**src/rtl/aes_s2mm_sts.sv**
```systemverilog
// Measures each AES S2MM frame's byte length by snooping the data stream, then pairs it with an
// EOF-FIFO entry and emits the 5-word DMA S2MM status packet carrying the true length.
module aes_s2mm_sts #(
    parameter C_FAMILY                      = "virtex6",
    parameter int C_S_AXIS_S2MM_TDATA_WIDTH     = 128,
    parameter int C_S_AXIS_S2MM_STS_TDATA_WIDTH = 32,
    parameter int C_LEN_WIDTH                   = 23,
    parameter int C_LEN_DEPTH                   = 4
) (
    input  logic                                       m_axi_s2mm_aclk,
    input  logic                                       s2mm_prmry_reset,
    input  logic                                       s_axis_s2mm_tvalid,
    input  logic                                       s_axis_s2mm_tready,
    input  logic                                       s_axis_s2mm_tlast,
    input  logic [C_S_AXIS_S2MM_TDATA_WIDTH/8-1:0]     s_axis_s2mm_tkeep,
    input  logic                                       aes_s2mm_eof_empty,
    output logic                                       aes_s2mm_eof_rd,
    output logic [C_S_AXIS_S2MM_STS_TDATA_WIDTH-1:0]   s_axis_s2mm_sts_tdata,
    output logic [C_S_AXIS_S2MM_STS_TDATA_WIDTH/8-1:0] s_axis_s2mm_sts_tkeep,
    output logic                                       s_axis_s2mm_sts_tvalid,
    output logic                                       s_axis_s2mm_sts_tlast,
    input  logic                                       s_axis_s2mm_sts_tready,
    output logic                                       sts_len_full,
    output logic [15:0]                                sts_frame_cnt
);

    // state | meaning
    // IDLE  | waiting for both a queued length and a non-empty EOF FIFO
    // POP   | one-cycle EOF pop, head length captured
    // SEND  | streaming status words 0..4
    localparam logic [1:0] ST_IDLE = 2'd0;
    localparam logic [1:0] ST_POP  = 2'd1;
    localparam logic [1:0] ST_SEND = 2'd2;

    localparam int KW = C_S_AXIS_S2MM_TDATA_WIDTH / 8;
    localparam int PW = $clog2(KW + 1);
    localparam int AW = $clog2(C_LEN_DEPTH);
    localparam int CW = AW + 1;
    localparam logic [C_LEN_WIDTH-1:0] LEN_MAX = '1;

    logic [1:0]             state;
    logic [2:0]             w_idx;
    logic [C_LEN_WIDTH-1:0] acc;
    logic [C_LEN_WIDTH-1:0] len_r;
    logic [C_LEN_WIDTH-1:0] len_q [C_LEN_DEPTH];
    logic [AW-1:0]          wr_ptr;
    logic [AW-1:0]          rd_ptr;
    logic [CW-1:0]          q_cnt;
    logic [CW-1:0]          q_cnt_nxt;
    logic                   ovf;
    logic [31:0]            tdata_r;

    logic [PW-1:0]          keep_cnt;
    logic [C_LEN_WIDTH:0]   acc_sum;
    logic [C_LEN_WIDTH-1:0] acc_sat;
    logic                   beat;
    logic                   push_req;
    logic                   pop;
    logic                   q_full;
    logic                   push;

    always_comb begin
        keep_cnt = '0;
        for (int i = 0; i < KW; i++) begin
            keep_cnt = keep_cnt + {{(PW-1){1'b0}}, s_axis_s2mm_tkeep[i]};
        end
    end

    assign acc_sum  = {1'b0, acc} + {{(C_LEN_WIDTH+1-PW){1'b0}}, keep_cnt};
    assign acc_sat  = acc_sum[C_LEN_WIDTH] ? LEN_MAX : acc_sum[C_LEN_WIDTH-1:0];
    assign beat     = s_axis_s2mm_tvalid & s_axis_s2mm_tready;
    assign push_req = beat & s_axis_s2mm_tlast;
    assign pop      = (state == ST_POP);
    assign q_full   = (q_cnt == CW'(C_LEN_DEPTH));
    // A pop on the same edge frees the slot the push needs, so a full queue only drops without one.
    assign push     = push_req & (~q_full | pop);

    always_comb begin
        q_cnt_nxt = q_cnt;
        if (push && !pop) begin
            q_cnt_nxt = q_cnt + CW'(1);
        end else if (pop && !push) begin
            q_cnt_nxt = q_cnt - CW'(1);
        end
    end

    always_ff @(posedge m_axi_s2mm_aclk) begin
        if (push) begin
            len_q[wr_ptr] <= acc_sat;
        end
    end

    always_ff @(posedge m_axi_s2mm_aclk or posedge s2mm_prmry_reset) begin
        if (s2mm_prmry_reset) begin
            acc          <= '0;
            wr_ptr       <= '0;
            rd_ptr       <= '0;
            q_cnt        <= '0;
            sts_len_full <= 1'b0;
            ovf          <= 1'b0;
        end else begin
            if (beat) begin
                acc <= s_axis_s2mm_tlast ? '0 : acc_sat;
            end
            if (push) begin
                wr_ptr <= wr_ptr + AW'(1);
            end
            if (pop) begin
                rd_ptr <= rd_ptr + AW'(1);
            end
            if (push_req && !push) begin
                ovf <= 1'b1;
            end
            q_cnt        <= q_cnt_nxt;
            sts_len_full <= (q_cnt_nxt == CW'(C_LEN_DEPTH));
        end
    end

    // Words are registered so the DMA sees stable data across stalls even if ovf changes meanwhile.
    always_ff @(posedge m_axi_s2mm_aclk or posedge s2mm_prmry_reset) begin
        if (s2mm_prmry_reset) begin
            state         <= ST_IDLE;
            w_idx         <= '0;
            len_r         <= '0;
            tdata_r       <= '0;
            sts_frame_cnt <= '0;
        end else begin
            case (state)
                ST_IDLE: begin
                    if (!aes_s2mm_eof_empty && q_cnt != '0) begin
                        state <= ST_POP;
                    end
                end
                ST_POP: begin
                    len_r   <= len_q[rd_ptr];
                    tdata_r <= {4'h5, 11'h0, ovf, sts_frame_cnt};
                    w_idx   <= '0;
                    state   <= ST_SEND;
                end
                ST_SEND: begin
                    if (s_axis_s2mm_sts_tready) begin
                        if (w_idx == 3'd4) begin
                            state         <= ST_IDLE;
                            sts_frame_cnt <= sts_frame_cnt + 16'd1;
                        end else begin
                            w_idx   <= w_idx + 3'd1;
                            tdata_r <= (w_idx == 3'd3) ? {{(32-C_LEN_WIDTH){1'b0}}, len_r} : 32'h0;
                        end
                    end
                end
                default: state <= ST_IDLE;
            endcase
        end
    end

    assign aes_s2mm_eof_rd        = (state == ST_POP);
    assign s_axis_s2mm_sts_tvalid = (state == ST_SEND);
    assign s_axis_s2mm_sts_tlast  = (state == ST_SEND) && (w_idx == 3'd4);
    assign s_axis_s2mm_sts_tdata  = tdata_r;
    assign s_axis_s2mm_sts_tkeep  = '1;

endmodule
```
**config.mk**
```make
export PLATFORM = sky130hd
export DESIGN_NAME = aes_s2mm_sts
export DESIGN_NICKNAME = d
export VERILOG_FILES = /design/src/rtl/aes_s2mm_sts.sv
export SDC_FILE = /design/constraint.sdc
export NUM_CORES = 1
export LEC_CHECK = 0
export CORE_ASPECT_RATIO = 2
export CORE_UTILIZATION = 60
export CTS_BUF_LIST = sky130_fd_sc_hd__clkbuf_4
export CTS_CLUSTER_DIAMETER = 40
export DETAILED_ROUTE_END_ITERATION = 8
export PLACE_DENSITY_LB_ADDON = 0.1
export SYNTH_ARGS = -nofsm -noshare
export SYNTH_HDL_FRONTEND = slang
export SYNTH_SLANG_ARGS = --single-unit
```
**constraint.sdc**
```tcl
create_clock -name m_axi_s2mm_aclk -period 4.5 [get_ports m_axi_s2mm_aclk]
set_input_delay 1.35 -clock m_axi_s2mm_aclk [delete_from_list [all_inputs] [get_ports m_axi_s2mm_aclk]]
set_output_delay 1.35 -clock m_axi_s2mm_aclk [all_outputs]
set_load 0.02 [all_outputs]
```
* Word-level counts from Yosys, hierarchy flattened
Memory sizes are Yosys's and may differ from the RTL's. A register that Yosys moved wholly into a read port is not among the register bits.
Cells that the tools add are included.
Widths: inputs -> output; s select.
** Storage, ports and cells
- Flip-flop bits (word level) :: 85
- RAM bits :: 92
- Bits of input ports :: 23
- Output and inout bits :: 56
- Logic and storage cells :: 79
- Memories :: 1
** Cells by class
- Add/sub/neg operators :: 22
- Eq/ne operators :: 10
- Mux-type cells :: 17
- Bitwise operators :: 5
- Reductions and logical operators :: 14
** Memory list
- len_q :: words 4, width 23, read ports 1, clocked after Yosys merged registers in 1, write ports 1, RTL line 45 : logic [C_LEN_WIDTH-1:0] len_q [C_LEN_DEPTH];
** Operator list (count)
- $mux 23 :: 3
- $mux 32 :: 2
- $pmux 32 s2 :: 1
- $add 5x1->5 :: 11
- $add 23x5->24 :: 1
- $add 16x1->16 const B :: 1
- $mux 3 :: 4
- $eq 3x3->1 const B :: 3
- $reduce_and 3->1 :: 3
- $add 3x1->3 const B :: 2
- $mux 2 :: 3
- $pmux 2 s3 :: 1
- $pmux 3 s2 :: 1
- $add 4x1->5 :: 1
- $logic_and 1x1->1 :: 5
- $add 2x1->2 const B :: 2
- $add 3x1->4 :: 1
- $ne 2x1->1 const B :: 2
- $ne 2x2->1 const B :: 2
- $add 2x1->3 :: 1
- $and 1x1->1 :: 3
- $eq 3x2->1 const B :: 1
- $logic_not 1->1 :: 3
- $reduce_bool 3->1 :: 1
- 9 further kinds :: 10

* Logic depth before layout (Yosys ltp)
Gate-level depths: netlist (run 1).
- Depth after elaboration :: 18
- Mapped depth :: 15
- Gate-level depth less buffers :: 14

* Worst setup path before layout (run 1)
OpenSTA, ideal clock, no wires.
- Path type :: input to register
- Start :: in s_axis_s2mm_tkeep[0]
- End :: mem len_q[0][14] (data pin)
- Library setup time :: 0.269 ns
- Arrival time :: 5.036 ns
- Required time :: 4.231 ns
- Slack :: -0.806 ns
- Stages on the path :: 14
- Buffers on the path :: 0
- Cells stage by stage :: fa_1 inv_1 fa_1 fa_1 fa_1 inv_1 fa_1 inv_1 fa_1 nor2b_1 o2111ai_2 a211oi_1 xnor2_1 nand2_1
** Between the ends
- Longest elaborated chain between the ends :: 17
** Ends and longest elaborated chain
- from (decl) :: RTL line 15 : input logic [C_S_AXIS_S2MM_TDATA_WIDTH/8-1:0] s_axis_s2mm_tkeep,
- $add 1x1->2 :: RTL line 65 : keep_cnt = keep_cnt + {{(PW-1){1'b0}}, s_axis_s2mm_tkeep[i]};
- $add 2x1->3 :: RTL line 65
- $add 3x1->4 :: RTL line 65
- $add 4x1->5 :: RTL line 65
- $add 5x1->5 (11 in a row) :: RTL line 65
- $add 23x5->24 :: RTL line 69 : assign acc_sum = {1'b0, acc} + {{(C_LEN_WIDTH+1-PW){1'b0}}, keep_cnt};
- $mux 23 :: RTL line 70 : assign acc_sat = acc_sum[C_LEN_WIDTH] ? LEN_MAX : acc_sum[C_LEN_WIDTH-1:0];
- via acc_sat[14] :: RTL line 55 : logic [C_LEN_WIDTH-1:0] acc_sat;
- to (decl) :: RTL line 45
The timed path passes the listed nets, and every way through them passes these cells.

* Final worst setup path (run 1)
- Start :: in s_axis_s2mm_tkeep[0]
- End :: mem len_q[1][16] (data pin)
Same word-level chain as after synthesis.

==> results of run 1 <==
==> cells by family (layout without fill, tap and decap cells) <==
logic type / after synthesis / in the layout / share of synthesized area
and+or+nand+nor: 254 / 254 / 0.1310
DFF: 192 / 192 / 0.5850
AOI/OAI and AO/OA: 124 / 125 / 0.09384
buffers and inverters: 91 / 207 / 0.04602
adders and majority gates: 31 / 31 / 0.05311
xor gates and xnor gates: 31 / 31 / 0.03017
muxes: 25 / 25 / 0.06006
other: 2 / 12 / 0.0008345
==> sequential cells by signal, indices dropped and copies added (netlist names) <==
register and flops:
q_cnt 3, wr_ptr 2, acc 23, w_idx 3, len_r 23, sts_frame_cnt 16, s_axis_s2mm_sts_tdata 24, sts_len_full 1
ovf 1, state 2, len_q 92, rd_ptr 2
==> power groups by stage <==
stage	clock, mW	sequential, mW	combinational [mW]
after floorplan	0	2.60	1.57
after global placement	0	2.56	2.33
after detailed placement	0	2.59	2.44
after CTS	0.973	2.55	2.76
after global routing	1.05	2.59	3.03
final	0.959	2.55	2.78
==> cell type report <==
class                           count  share of cell area
Sequential cell                   192              0.4736
Multi-Input combinational cell    477              0.3458
Timing Repair Buffer              134              0.1182
Tap cell                          195             0.02195
Inverter                           41             0.01407
Clock inverter                     13             0.01339
Clock buffer                       19             0.01283
Antenna cell                        1           0.0002251
==> Yosys cell counts (all sizes together) (7+ instances only) <==
cell / instances / area [µm²]
buf: 27 / 173.9
a21oi: 32 / 163.9
and3: 10 / 62.56
clkbuf: 23 / 86.33
ha: 19 / 237.7
a31o: 7 / 61.31
a31oi: 29 / 196.4
mux4: 23 / 518.0
fa: 12 / 240.2
inv: 40 / 150.1
nand3: 40 / 215.2
nand2: 134 / 503.0
and2: 8 / 50.05
edfxtp: 92 / 2763
dfrtp: 100 / 2502
o21ai: 26 / 130.1
a211oi: 9 / 72.57
xnor2: 25 / 219.0
nor2: 33 / 123.9
==> layer usage <==
layer | routed length (µm) | up-vias | global-route usage | share of wire
met5 | 0 | - | 0 | 0
met1 | 7166 | 3150 | 0.2884 | 0.35
met4 | 820 | 0 | 0.1566 | 0.040
met2 | 12060 | 174 | 0.5221 | 0.59
met3 | 559 | 53 | 0.04818 | 0.027
li1 | - | 2879 | - | -
==> per-stage QoR <==
stage / TNS [ps] / instances
after floorplan: -56370 / 759
after global placement: -130300 / 1022
after detailed placement: -139530 / 1022
after CTS: -34920 / 1064
after global routing: -43600 / 1072
final: -39570 / 1072
==> worst reg2reg max path, stage by stage, from the launching register on <==
cell and delay [ps]:
dfrtp_1 390, inv_1 70, fa_1 520, fa_1 580
fa_1 440, inv_2 70, fa_2 200, inv_2 40
fa_2 360, nor2b_4 230, o2111ai_4 260, a211oi_2 320
xnor2_1 150, nand2_1 110
==> placed cells by master, fill, tap and decap left out, drive strengths merged, types with 3 or more instances in the layout <==
cell	instances
xnor2	25
nand3	40
clkbuf	19
fa	12
a22o	3
clkdlybuf4s50	58
inv	48
a41oi	3
ha	19
conb	11
and3	10
nand4	6
o21ai	26
nand2b	4
xor2	6
a21oi	32
nor3	4
and4	4
buf	76
nor2	33
edfxtp	92
a31o	7
nand2	134
dfrtp	100
nor4	6
mux4	23
a211oi	9
a31oi	29
clkinv	4
and2	8
==> repair_timing <==
action / 4_1_cts / 5_1_grt
endpoints found under the setup margin: 115 / 115
cloned: 1 / 0
pin swaps: 34 / 26
gates resized for setup: 104 / 26
setup buffers: 12 / 7
==> how the worst max path moves through the flow <==
stage / end / slack [ps] / cells after the start
final: len_q[1][16] / -470 / 15
after global routing: len_q[0][16] / -520 / 15
after CTS: len_q[1][20] / -440 / 15
after detailed placement: len_q[2][20] / -1370 / 15
after global placement: len_q[0][9] / -1250 / 15
after floorplan: len_q[0][16] / -630 / 14
==> impl_results.md, run 1 <==
- IO Pins: 79
- Die X: 88.60 µm
- # setup viols final: 115
- Fin Hold WS: 484.1 ps
- Vias per std cell: 5.836
- Least-Margin Pin Slew: 1132 ps
- Maximum vdd ir drop: 0.7087 mV
- Ys flop type: dfrtp_1
- Final Hold Violating Endpoints: 0
- Startpoint types: primary input
- Total power: 6.290 mW
- Worst path required time: 4820 ps
- Reg2Reg Setup Slack: 500 ps
- FF+latch count, synth: 192
- RSZ-0062 raised after global routing: true
- Async S/R FF share, synth: 0.5208
- Critical path's most frequent cell: fa_1
- Hpwl dp: 14370 µm
- Vias in the first global route: 6360
- Die height: 175.2 µm
- Comb power frac: 0.442
- Worst hold path class: reg2reg
- Gr ovfl total: 0
- Classification of the worst setup path: in2reg
- Final design utilization: 0.7542
- Dpl cell area: 10250 µm²
- Power per Cell Area: 565.8 nW/µm²
- Layout area overhead: 23.52%
- Initial antenna violation count: 1
- Clk pwr share: 0.152
- Max-Slew Margin vs Limit: 0.2457
- Core region area: 14740 µm²
- Seq pwr share: 0.406
- Worst-path maximum fanout: 5
- Die ar.: 15520 µm²
- Worst Reg-to-Reg Cells: 13
- Num CTS Buffers: 17
- Vias: 6256
- GRT Total Usage: 0.2826
- Hold Crit Endpoint: state[0]
- Clk_skew: 27.25 ps
- CTS tree: yes
- Gpl congestion: 0.8887
- Multi-input logic area: 3844 µm²
- CP top delay family: adder cells
- Ys Warns: 0
- CP bufs+invs: 4
- Nets: 917
- Worst Hold Path Cells: 1
- Max cap viols: 0
- Final WS setup: -466.9 ps
- Site Rows: 63
- Post-Synthesis Cells: 750
- Crit. End Element: flip-flop
- Filler cells: 946
- Critical-path cell list: buf_6, fa_1, inv_2, fa_1, fa_1, fa_1, inv_2, fa_2, inv_2, fa_2, nor2b_4, o2111ai_4, a211oi_2, xnor2_1, nand2_1
- Mapped Area: 9000 µm²
- Routed wire length: 20610 µm
- Register area share after synthesis: 0.5850
- P_int: 3.883 mW
- Violation count after the first detailed-route iteration: 285
- Share of cells above drive strength 1: 0.2340
- Post-route cell area: 11120 µm²
- First-pass GRT wire length: 31950 µm
- Clock transition at the registers of the reported paths: 160 ps
- Worst setup path start: s_axis_s2mm_tkeep[0]
- WL/cell: 19.22 µm
- # H-tree levels: 4
- Sw Ratio: 0.3826
- Slew Viols, Final: 0
- # DRC: 0
- Netlist cell types: 58
- Max Fclk: 201.3 MHz
- Failing checks: negative setup slack
- Highest cell delay on the worst timing path: 580 ps
- Post-place setup slack: -1371 ps
- Reg-to-reg startpoint: acc[0]
- Drt pass-1 iters: 5
- Initial Utilization: 0.6106
- Post-route ant nets: 0
- Clk_lat worst skew: 580 ps
- Register Area: 5265 µm²
- Clk sinks: 192
- Final min period: 4967 ps
- P_sw: 2.407 mW
- CTS root buf: clkbuf_4
- Fin crit share: 1.104
- Arr. time, crit path: 5290 ps
- Bufs on Longest Clock Path: 2
- Post-synth EDFFs: 92
- Port Buffers: 67
- Syn Area/Cell: 12.00 µm²
- CTS Hold Bufs: 0
- P_leak: 4.521 nW
- Hold Path Origin: state[0]
- Slowest-stage cell, CP: fa_1
- Run status: finished with violations
- Pin count of the biggest net entering global routing: 63
- RR Endpoint: len_q[1][16]
Note: power is estimated with default switching activity, not from simulation.
==> inputs of run 2 (changes only) <==
--- a/config.mk
+++ b/config.mk
@@ -11,6 +11,7 @@
 export CTS_CLUSTER_DIAMETER = 40
 export DETAILED_ROUTE_END_ITERATION = 8
 export PLACE_DENSITY_LB_ADDON = 0.1
+export SLEW_MARGIN = 20
 export SYNTH_ARGS = -nofsm -noshare
 export SYNTH_HDL_FRONTEND = slang
 export SYNTH_SLANG_ARGS = --single-unit
==> run 2 against run 1 <==
Against the previous run:
- sequential share of layout area about the same
- highest routed layer unchanged
- final area about the same
- cell count is the same
- worst setup slack lost 15 ps
- total power barely moved
- die area unchanged
- utilization is essentially flat
- the flow still finishes with violations (negative setup slack)
==> impl_results.md, run 2 (synthesized netlist as in run 1, its figures left out) <==
- Commonest non-fill, non-tap cell in the layout: nand2_1
- Most flop-heavy register: len_q
- Routed wire length: 20630 µm
- Vias in the first global route: 6360
- Num CTS Buffers: 17
- Bufs on Longest Clock Path: 2
- Initial Utilization: 0.6106
- Classification of the worst setup path: in2reg
- RSZ-0062 raised after global routing: true
- Final Hold Violating Endpoints: 0
- Dpl cell area: 10250 µm²
- Clk sinks: 192
- Clk_skew: 27.51 ps
- Slowest-stage cell, CP: fa_1
- Die ar.: 15520 µm²
- Placed insts: 1022
- Post-Layout Cell Count: 1072
- Die height: 175.2 µm
- Max-Slew Margin vs Limit: 0.2790
- # H-tree levels: 4
- P_leak: 4.520 nW
- Drt pass-1 iters: 5
- GRT Total Usage: 0.2826
- Share of cells above drive strength 1: 0.2352
- Reg-to-reg startpoint: acc[0]
- Highest cell delay on the worst timing path: 580 ps
- Crit. End Element: flip-flop
- Clk_lat worst skew: 580 ps
- Max Fclk: 200.7 MHz
- # DRC: 0
- Post-route cell area: 11120 µm²
- Final min period: 4982 ps
- Die X: 88.60 µm
- Total power: 6.288 mW
- Worst-path maximum fanout: 5
- Initial antenna violation count: 1
- Post-route ant nets: 0
- Layout area overhead: 23.54%
- Slew Viols, Final: 0
- IO Pins: 79
- # setup viols final: 115
- Max reg flops: 92
- Final design utilization: 0.7543
- Commonest cells after routing, fill and taps aside: 125 x nand2_1, 99 x dfrtp_1, 92 x edfxtp_1, 58 x clkdlybuf4s50_1, 40 x buf_4
- Fin Hold WS: 484.1 ps
- Port Buffers: 67
- Startpoint types: primary input
- Gpl congestion: 0.8887
- Vias per std cell: 5.835
- Arr. time, crit path: 5470 ps
- Violation count after the first detailed-route iteration: 285
- First-pass GRT wire length: 31950 µm
- Worst setup path start: s_axis_s2mm_tkeep[0]
- Vias: 6255
- Worst path required time: 4990 ps
- WL/cell: 19.25 µm
- Run status: finished with violations
- Power per Cell Area: 565.6 nW/µm²
- Fin crit share: 1.107
- Pin count of the biggest net entering global routing: 63
- Hold Path Origin: state[0]
- Critical-path cell list: buf_6, fa_1, inv_2, fa_1, fa_1, fa_1, inv_2, fa_2, inv_2, fa_2, nor2b_4, o2111ai_4, buf_4, nand2_4, buf_6, a41oi_2, a311oi_2
- Critical path's most frequent cell: fa_1
- Hpwl dp: 14370 µm
- CTS root buf: clkbuf_4
- Maximum vdd ir drop: 0.7095 mV
- Final WS setup: -482.2 ps
- Worst hold path class: reg2reg
- Site Rows: 63
- Failing checks: negative setup slack
- Gr ovfl total: 0
- Max cap viols: 0
- Least-Margin Pin Slew: 1072 ps
- Clock transition at the registers of the reported paths: 160 ps
- Core region area: 14740 µm²
- CTS tree: yes
- Nets: 917
## run 2: cell count changes in the layout (fill, tap and decap cells not counted)
cell     change
dfrtp_1      -1
dfrtp_2      +1
## run 2: routing by layer
metal / GRT usage / vias to the layer above / share of wire / wire length [µm]
met3: 0.04818 / 50 / 0.028 / 571
met2: 0.5221 / 174 / 0.59 / 12090
met1: 0.2884 / 3153 / 0.35 / 7172
met5: 0 / - / 0 / 0
met4: 0.1566 / 0 / 0.038 / 794
li1: - / 2878 / - / -
## run 2: path summary, 6_finish.rpt
kind                                        endpoint  slack [ps]  cells past startpoint
max in group asynchronous                  rd_ptr[1]        2590                      3
max reg2reg                                   acc[8]         490                     15
max                                           acc[8]        -480                     17
min reg2reg                                 state[0]         480                      1
min in group asynchronous  s_axis_s2mm_sts_tdata[19]        1150                      2
min                                         state[0]         480                      1
## run 2: worst max-delay path: cells and delay by family
kind | cells | cell delay [ps]
simple gates | 2 | 330
fa+ha+maj | 6 | 2610
compound gates | 3 | 610
buf+inv | 6 | 570
## run 2: layout make-up
type,instances,area (µm²)
diodes,1,2.502
repair buffers,134,1314
flip-flops and latches,192,5266
multi-input cells,477,3844
inverters,41,156.4
well taps,195,244.0
clock buffers,19,142.6
fillers,945,3622
clock inverters,13,148.9
## run 2: timing repair
| item | CTS | global route |
|---|---|---|
| hold buffers | 0 | 0 |
| hold endpoints to repair | 0 | 0 |
| pin swaps | 34 | 26 |
| cloned | 1 | 0 |
| gates resized for setup | 104 | 26 |
| endpoints found under the setup margin | 115 | 115 |
| setup buffers | 12 | 7 |
## run 2: report_power, final
part	leakage (nW)	internal, mW	switching, mW	total [mW]
clock network	0.165	0.357	0.602	0.959
logic	2.18	1.21	1.57	2.78
registers	2.17	2.31	0.238	2.55
total	4.52	3.88	2.41	6.29
## run 2: through the flow
stage               setup slack [ps]  TNS, ps
floorplan                     -626.0   -56370
global placement               -1249  -130300
detailed placement             -1371  -139530
CTS                           -440.2   -34920
global route                  -523.5   -43600
finish                        -482.2   -39730
